--- src/rtl/dac_spi_if.sv ---
// dac_spi_if: load/status handshake and SPI pins between the sample source and the DAC transmitter.
interface dac_spi_if;
  logic [9:0] data_in;
  logic       load;
  logic       busy;
  logic       overrun;
  logic       dac_cs_n;
  logic       dac_sck;
  logic       dac_sdi;
  logic       dac_ld_n;
  modport master (
    output data_in, load,
    input  busy, overrun, dac_cs_n, dac_sck, dac_sdi, dac_ld_n
  );
  modport slave (
    input  data_in, load,
    output busy, overrun, dac_cs_n, dac_sck, dac_sdi, dac_ld_n
  );
endinterface

--- src/rtl/dac_spi_tx.sv ---
// dac_spi_tx: sends one 16-bit DAC command frame per accepted load, then pulses ld_n to latch it.
module dac_spi_tx #(
  parameter int   CLK_DIV = 25,
  parameter logic BUF     = 1'b1,
  parameter logic GA_N    = 1'b1
) (
  input  logic sysclk,
  input  logic rst_n,
  dac_spi_if.slave bus
);
  typedef enum logic [2:0] {IDLE, SETUP, SHIFT, HOLD, LATCH} state_e;
  state_e      state_q, state_d;
  logic [7:0]  div_q, div_d;
  logic [4:0]  bit_q, bit_d;
  logic [15:0] sr_q, sr_d;
  logic        sck_q, sck_d;
  logic        ovr_q, ovr_d;
  logic        busy, tick;
  assign busy = state_q != IDLE;
  assign tick = busy && div_q == 8'(CLK_DIV - 1);
  always_ff @(posedge sysclk) begin
    if (!rst_n) begin
      state_q <= IDLE;
      div_q   <= '0;
      bit_q   <= '0;
      sr_q    <= '0;
      sck_q   <= 1'b0;
      ovr_q   <= 1'b0;
    end else begin
      state_q <= state_d;
      div_q   <= div_d;
      bit_q   <= bit_d;
      sr_q    <= sr_d;
      sck_q   <= sck_d;
      ovr_q   <= ovr_d;
    end
  end
  // divider is held at 0 in IDLE so every frame starts with a full SETUP period
  always_comb begin
    state_d = state_q;
    div_d   = (busy && !tick) ? div_q + 8'd1 : '0;
    bit_d   = bit_q;
    sr_d    = sr_q;
    sck_d   = sck_q;
    ovr_d   = bus.load && busy;
    case (state_q)
      IDLE: if (bus.load) begin
        sr_d    = {1'b0, BUF, GA_N, 1'b1, bus.data_in, 2'b00};
        bit_d   = '0;
        sck_d   = 1'b0;
        state_d = SETUP;
      end
      SETUP: state_d = tick ? SHIFT : SETUP;
      SHIFT: if (tick) begin
        sck_d   = ~sck_q;
        bit_d   = bit_q + 5'd1;
        sr_d    = sck_q ? {sr_q[14:0], 1'b0} : sr_q;
        state_d = (bit_q == 5'd31) ? HOLD : SHIFT;
      end
      HOLD:    state_d = tick ? LATCH : HOLD;
      LATCH:   state_d = tick ? IDLE : LATCH;
      default: state_d = IDLE;
    endcase
  end
  assign bus.busy     = busy;
  assign bus.overrun  = ovr_q;
  assign bus.dac_cs_n = state_q == IDLE || state_q == LATCH;
  assign bus.dac_sck  = sck_q;
  assign bus.dac_sdi  = busy & sr_q[15];
  assign bus.dac_ld_n = state_q != LATCH;
endmodule

--- src/flat_wrapper.sv ---
// flat-port wrapper written by rule: the top's interface ports become plain ports
module dac_spi_tx_flat 
#(
  parameter int   CLK_DIV = 25,
  parameter logic BUF     = 1'b1,
  parameter logic GA_N    = 1'b1
)
  (sysclk, rst_n, bus_data_in, bus_load, bus_busy, bus_overrun, bus_dac_cs_n, bus_dac_sck, bus_dac_sdi, bus_dac_ld_n);
  dac_spi_if bus_i ();
  input  logic sysclk;
  input  logic rst_n;
  input wire logic [$bits(bus_i.data_in)-1:0] bus_data_in;
  input wire logic [$bits(bus_i.load)-1:0] bus_load;
  output wire logic [$bits(bus_i.busy)-1:0] bus_busy;
  output wire logic [$bits(bus_i.overrun)-1:0] bus_overrun;
  output wire logic [$bits(bus_i.dac_cs_n)-1:0] bus_dac_cs_n;
  output wire logic [$bits(bus_i.dac_sck)-1:0] bus_dac_sck;
  output wire logic [$bits(bus_i.dac_sdi)-1:0] bus_dac_sdi;
  output wire logic [$bits(bus_i.dac_ld_n)-1:0] bus_dac_ld_n;
  assign bus_i.data_in = bus_data_in;
  assign bus_i.load = bus_load;
  assign bus_busy = bus_i.busy;
  assign bus_overrun = bus_i.overrun;
  assign bus_dac_cs_n = bus_i.dac_cs_n;
  assign bus_dac_sck = bus_i.dac_sck;
  assign bus_dac_sdi = bus_i.dac_sdi;
  assign bus_dac_ld_n = bus_i.dac_ld_n;
  dac_spi_tx #(.CLK_DIV(CLK_DIV), .BUF(BUF), .GA_N(GA_N)) u_core (.sysclk(sysclk), .rst_n(rst_n), .bus(bus_i));
endmodule
--- config.mk ---
export PLATFORM = sky130hd
export DESIGN_NAME = dac_spi_tx_flat
export DESIGN_NICKNAME = d
export VERILOG_FILES = /design/src/rtl/dac_spi_if.sv /design/src/rtl/dac_spi_tx.sv /design/src/flat_wrapper.sv
export SDC_FILE = /design/constraint.sdc
export NUM_CORES = 1
export LEC_CHECK = 0
export BUFFER_PORTS_ARGS = -buffer_cell sky130_fd_sc_hd__clkbuf_2
export CAP_MARGIN = 0
export CORE_ASPECT_RATIO = 1.1
export CORE_MARGIN = 3
export CORE_UTILIZATION = 30
export DETAILED_ROUTE_END_ITERATION = 6
export PLACE_DENSITY = 0.59
export SYNTH_ARGS = -nofsm -noshare
export SYNTH_HDL_FRONTEND = slang
export SYNTH_SLANG_ARGS = --single-unit
--- constraint.sdc ---
create_clock -name sysclk -period 1.95 [get_ports sysclk]
set_input_delay 0.2925 -clock sysclk [delete_from_list [all_inputs] [get_ports sysclk]]
set_output_delay 0.2925 -clock sysclk [all_outputs]
set_load 0.1 [all_outputs]
## Word-level counts from Yosys, hierarchy flattened

Index checks and enable logic that the tools add are counted.

- Input bits: 13
- Logic and storage cells: 49
- Register bits after elaboration: 34

- Reductions and logical operators: 12
- Multiplexer cells: 17
- Eq/ne operators: 10
- Bitwise gates (word level): 2
- Add/sub/neg operators: 2

Operators by type and width:

| kind | number |
|---|---|
| two-way mux 16 bit | 3 |
| one-hot mux 16 bit (2 select lines) | 1 |
| one-hot mux 3 bit (5 select lines) | 1 |
| two-way mux 3 bit | 4 |
| two-way mux 5 bit | 2 |
| one-hot mux 5 bit (2 select lines) | 1 |
| adder 8 x 1 -> 8 bit (second input constant) | 1 |
| == test 8 x 5 -> 1 bit (second input constant) | 1 |
| == test 3 x 2 -> 1 bit (second input constant) | 2 |
| adder 5 x 1 -> 5 bit (second input constant) | 1 |
| == test 5 bit (second input constant) | 1 |
| != test 2 x 1 -> 1 bit (second input constant) | 2 |
| AND reduction 2 bit | 2 |
| AND reduction 4 bit | 1 |
| == test 3 x 1 -> 1 bit (second input constant) | 1 |
| == test 3 bit (second input constant) | 1 |
| logical AND 1 bit | 3 |
| logical NOT 3 bit | 1 |
| two-way mux 1 bit | 3 |
| != test 3 bit (second input constant) | 1 |
| AND reduction 3 bit | 1 |
| nonzero test 3 bit | 1 |
| two-way mux 2 bit | 1 |
| != test 2 bit (second input constant) | 1 |
| other kinds (6) | 6 |

## Longest topological paths before layout

- Depth after elaboration: 5
- Gate-level depth with buffers: 7
- Depth with buffers taken out: 6

## Worst setup path before layout

No wires, ideal clock.

- Path kind: register -> output
- From: reg u_core.state_q[1]
- To: out bus_dac_ld_n
- Setup slack: -1.231 ns
- Stages on the path, launching flop included: 4
- Buffers on the path: 1
- Arrival time: 2.889 ns
- Required time: 1.657 ns
- Path through: dfxtp_1 clkbuf_1 nor2_1 nand2_1

- Longest elaborated chain between the ends: 1

RTL lines:

| item | RTL line | source |
|---|---|---|
| from (decl) | dac_spi_tx.sv:12 | `state_e state_q, state_d;` |
| from (signal assigned) | dac_spi_tx.sv:30 | `state_q <= state_d;` |
| != test 3 bit | dac_spi_tx.sv:70 | `assign bus.dac_ld_n = state_q != LATCH;` |
| to (decl) | flat_wrapper.sv:19 | `output wire logic [$bits(bus_i.dac_ld_n)-1:0] bus_dac_ld_n;` |

No other way between the ends.

## Worst setup path after layout

- From: reg u_core.state_q[2]
- To: out bus_dac_sdi

- Longest elaborated chain between the ends: 2

RTL lines:

| item | RTL line | source |
|---|---|---|
| nonzero test 3 bit | dac_spi_tx.sv:19 | `assign busy = state_q != IDLE;` |
| AND 1 bit | dac_spi_tx.sv:69 | `assign bus.dac_sdi = busy & sr_q[15];` |
| to (decl) | flat_wrapper.sv:18 | `output wire logic [$bits(bus_i.dac_sdi)-1:0] bus_dac_sdi;` |

No other way between the ends.

==> impl_metrics.ini <==
[setup_path]
r2r-start = u_core.div_q[0]
crit_start = u_core.state_q[2]
critical_path_class = flop to output pin
reg2reg_depth = 6
ff2ff_setup_slack_ns = 0.22
timing.rr.end = u_core.sr_q[11]
cp-endpoint = bus_dac_sdi
critPathMaxFanout = 6
end_kind = output pin
start_kind = flop
cp.arrival_ns = 1.51
crit_required_ns = 1.66

[die]
rows = 26
fp.dieH_um = 80.6
io_pins = 19
die_x_um = 73.8
dieArea_mm2 = 0.00594
start_util = 0.319
fp.coreArea_mm2 = 0.00475

[timing]
tightest_slew_ns = 0.543
skew_ns = 0.00530
period_minus_slack_ns = 1.80
final-setup-viol-count = 0
post-route-period-util = 0.923
fin_tns_setup_ns = 0
grt_setup_unrepaired = no
maxSlewHeadroom = 0.640
drv_slew = 0
hold_viol_final = 0
max_freq_ghz = 0.556

[power]
finalPower_uw = 1440
ir_worst_vdd_mv = 0.345
p_leak_uw = 0.000756
power_density_mw_per_mm2 = 792

[clocking]
post_cts_buffers = 0
cts_sinks = 32
cts_tree = built
clockRootBuffer = clkbuf_8
cts-hold-fix-buffers = 0
clkLatencyLatePin_ns = 0.28
cts_made_buffers = 5
clk_path_buf_depth = 2
htree_levels = 2
clkTransAtPathRegs_ns = 0.06

[placed_design]
dp_hpwl_mm = 2.04
io_buffers = 18
place_area_mm2 = 0.00170
place_congestion = 0.779

[min_path]
hold_path.class = primary input to flop
worstHoldPathCells = 2

[run_status]
status = finished, final reports clean

[grt]
antenna_found_initial = 0
grt_max_degree = 25
grt_usage = 0.110
grt_overflow_total = 0
grt_pass1_wl_mm = 4.94
grt_pass1_vias = 1105

[yosys]
synth_area_mm2 = 0.00152
synthArstFlopShare = 0
yosysSeqAreaShare = 0.422
synth.top_cell.area_share = 0.422
yosysTopAreaCell = dfxtp_1
yosysMostFrequentCell = dfxtp_1
syn_area_per_cell_um2 = 9.25
synthTopCellsByArea = dfxtp_1 42%, mux2i_1 7.9%, o211ai_1 4.5%, nand2_1 4.2%, nor2_1 4.2%
synth_edf_count = 0
yosys-top-cells-count = 32 x dfxtp_1, 17 x nand2_1, 17 x nor2_1
synth_warnings = 0
synthesis.nets = 181
syn-instance-count = 164
synth-seq-cells = 32
synth_flop_cell = dfxtp_1
synth_cell_type_count = 35

[routing]
vias = 1128
wl_per_cell_um = 11.6
drtPass1Iterations = 4
post_drt_via_cell_ratio = 4.66
drc = 0
final_antenna_net_count = 0
drt_wl_total_mm = 2.82
drt_iter0_drc = 58

[finish]
nFillCells = 492
drive_above_1_share = 0.263
final_nets = 202
area_delta_synth_final_pct = 19.6
final_area_mm2 = 0.00181
n_antenna_cell = 0
fin_util = 0.382

[flow_run]
cap_violations = 0
[area by class of cell]
cell class	instances	area, um^2	share of cell area
Multi-Input combinational cell	119	826	0.455
Sequential cell	32	642	0.354
Timing Repair Buffer	21	145	0.0801
Clock buffer	6	72.6	0.0400
Tap cell	56	70.1	0.0386
Clock inverter	2	35.0	0.0193
Inverter	6	22.5	0.0124
[routing by layer]
layer / track usage / part of all wire / vias to the layer above
met3: 0.0388 / 0.056 / 7
met2: 0.158 / 0.41 / 25
li1: - / - / 604
met5: 0 / 0 / -
met4: 0.0543 / 0.023 / 0
met1: 0.142 / 0.51 / 492
[per-stage QoR]
stage,instances,hold slack (ns),setup slack (ns)
2_1_floorplan,164,0.430,0.0464
3_3_place_gp,234,0.443,0.279
3_5_place_dp,234,0.451,0.212
4_1_cts,242,0.287,0.110
5_1_grt,242,0.316,0.0564
6_report,242,0.309,0.151
[worst min path at each step]
stage	from	endpoint	slack (ns)
floorplan	u_core.div_q[0]	u_core.div_q[0]	0.43
global placement	u_core.sr_q[6]	u_core.sr_q[6]	0.44
detailed placement	u_core.sr_q[5]	u_core.sr_q[5]	0.45
CTS	bus_load	u_core.bus.overrun	0.29
global route	bus_load	u_core.bus.overrun	0.32
finish	bus_load	u_core.bus.overrun	0.31
[layout by cell type (no fill, tap or decap), types with 5 or more instances in the layout]
| cell | synthesis | final |
|---|---|---|
| or2_2 | 9 | 9 |
| inv_1 | 6 | 6 |
| clkbuf_8 | 1 | 5 |
| nor2_1 | 17 | 15 |
| clkbuf_2 | 0 | 15 |
| o211ai_1 | 9 | 9 |
| dfxtp_1 | 32 | 31 |
| xnor2_1 | 5 | 5 |
| mux2i_1 | 12 | 12 |
| and3_1 | 5 | 5 |
| nand3_1 | 6 | 6 |
| nand2_1 | 17 | 15 |
[report_power, final]
group / switching, uW / total, uW / internal, uW
sequential: 13.8 / 690 / 676
clock: 236 / 615 / 379
combinational: 79.5 / 131 / 51.7
[logic make-up after synthesis]
kind of cell    synth area share
simple gates               0.272
buf+inv                   0.0437
mux                       0.0792
flops                      0.422
compound gates            0.0974
fa+ha+maj                 0.0330
xor+xnor                  0.0520
[timing repair]
item	CTS	global route
gates resized for setup	1	0
endpoints found under the setup margin	1	0
endpoints found under the hold margin	0	0
[worst max-delay path, cell delays in order (launching register included)]
cell	delay [ns]
dfxtp_1	0.37
nor2_2	0.28
nand2_2	0.16
and2_2	0.25
buf_12	0.17
[registers in the layout (all words and copies together), names as in the netlist]
name                cells
u_core.bus.overrun      1
u_core.div_q            8
u_core.state_q          3
u_core.bit_q            5
u_core.sr_q            14
u_core.bus.dac_sck      1
(Power assumes the default switching activity.)
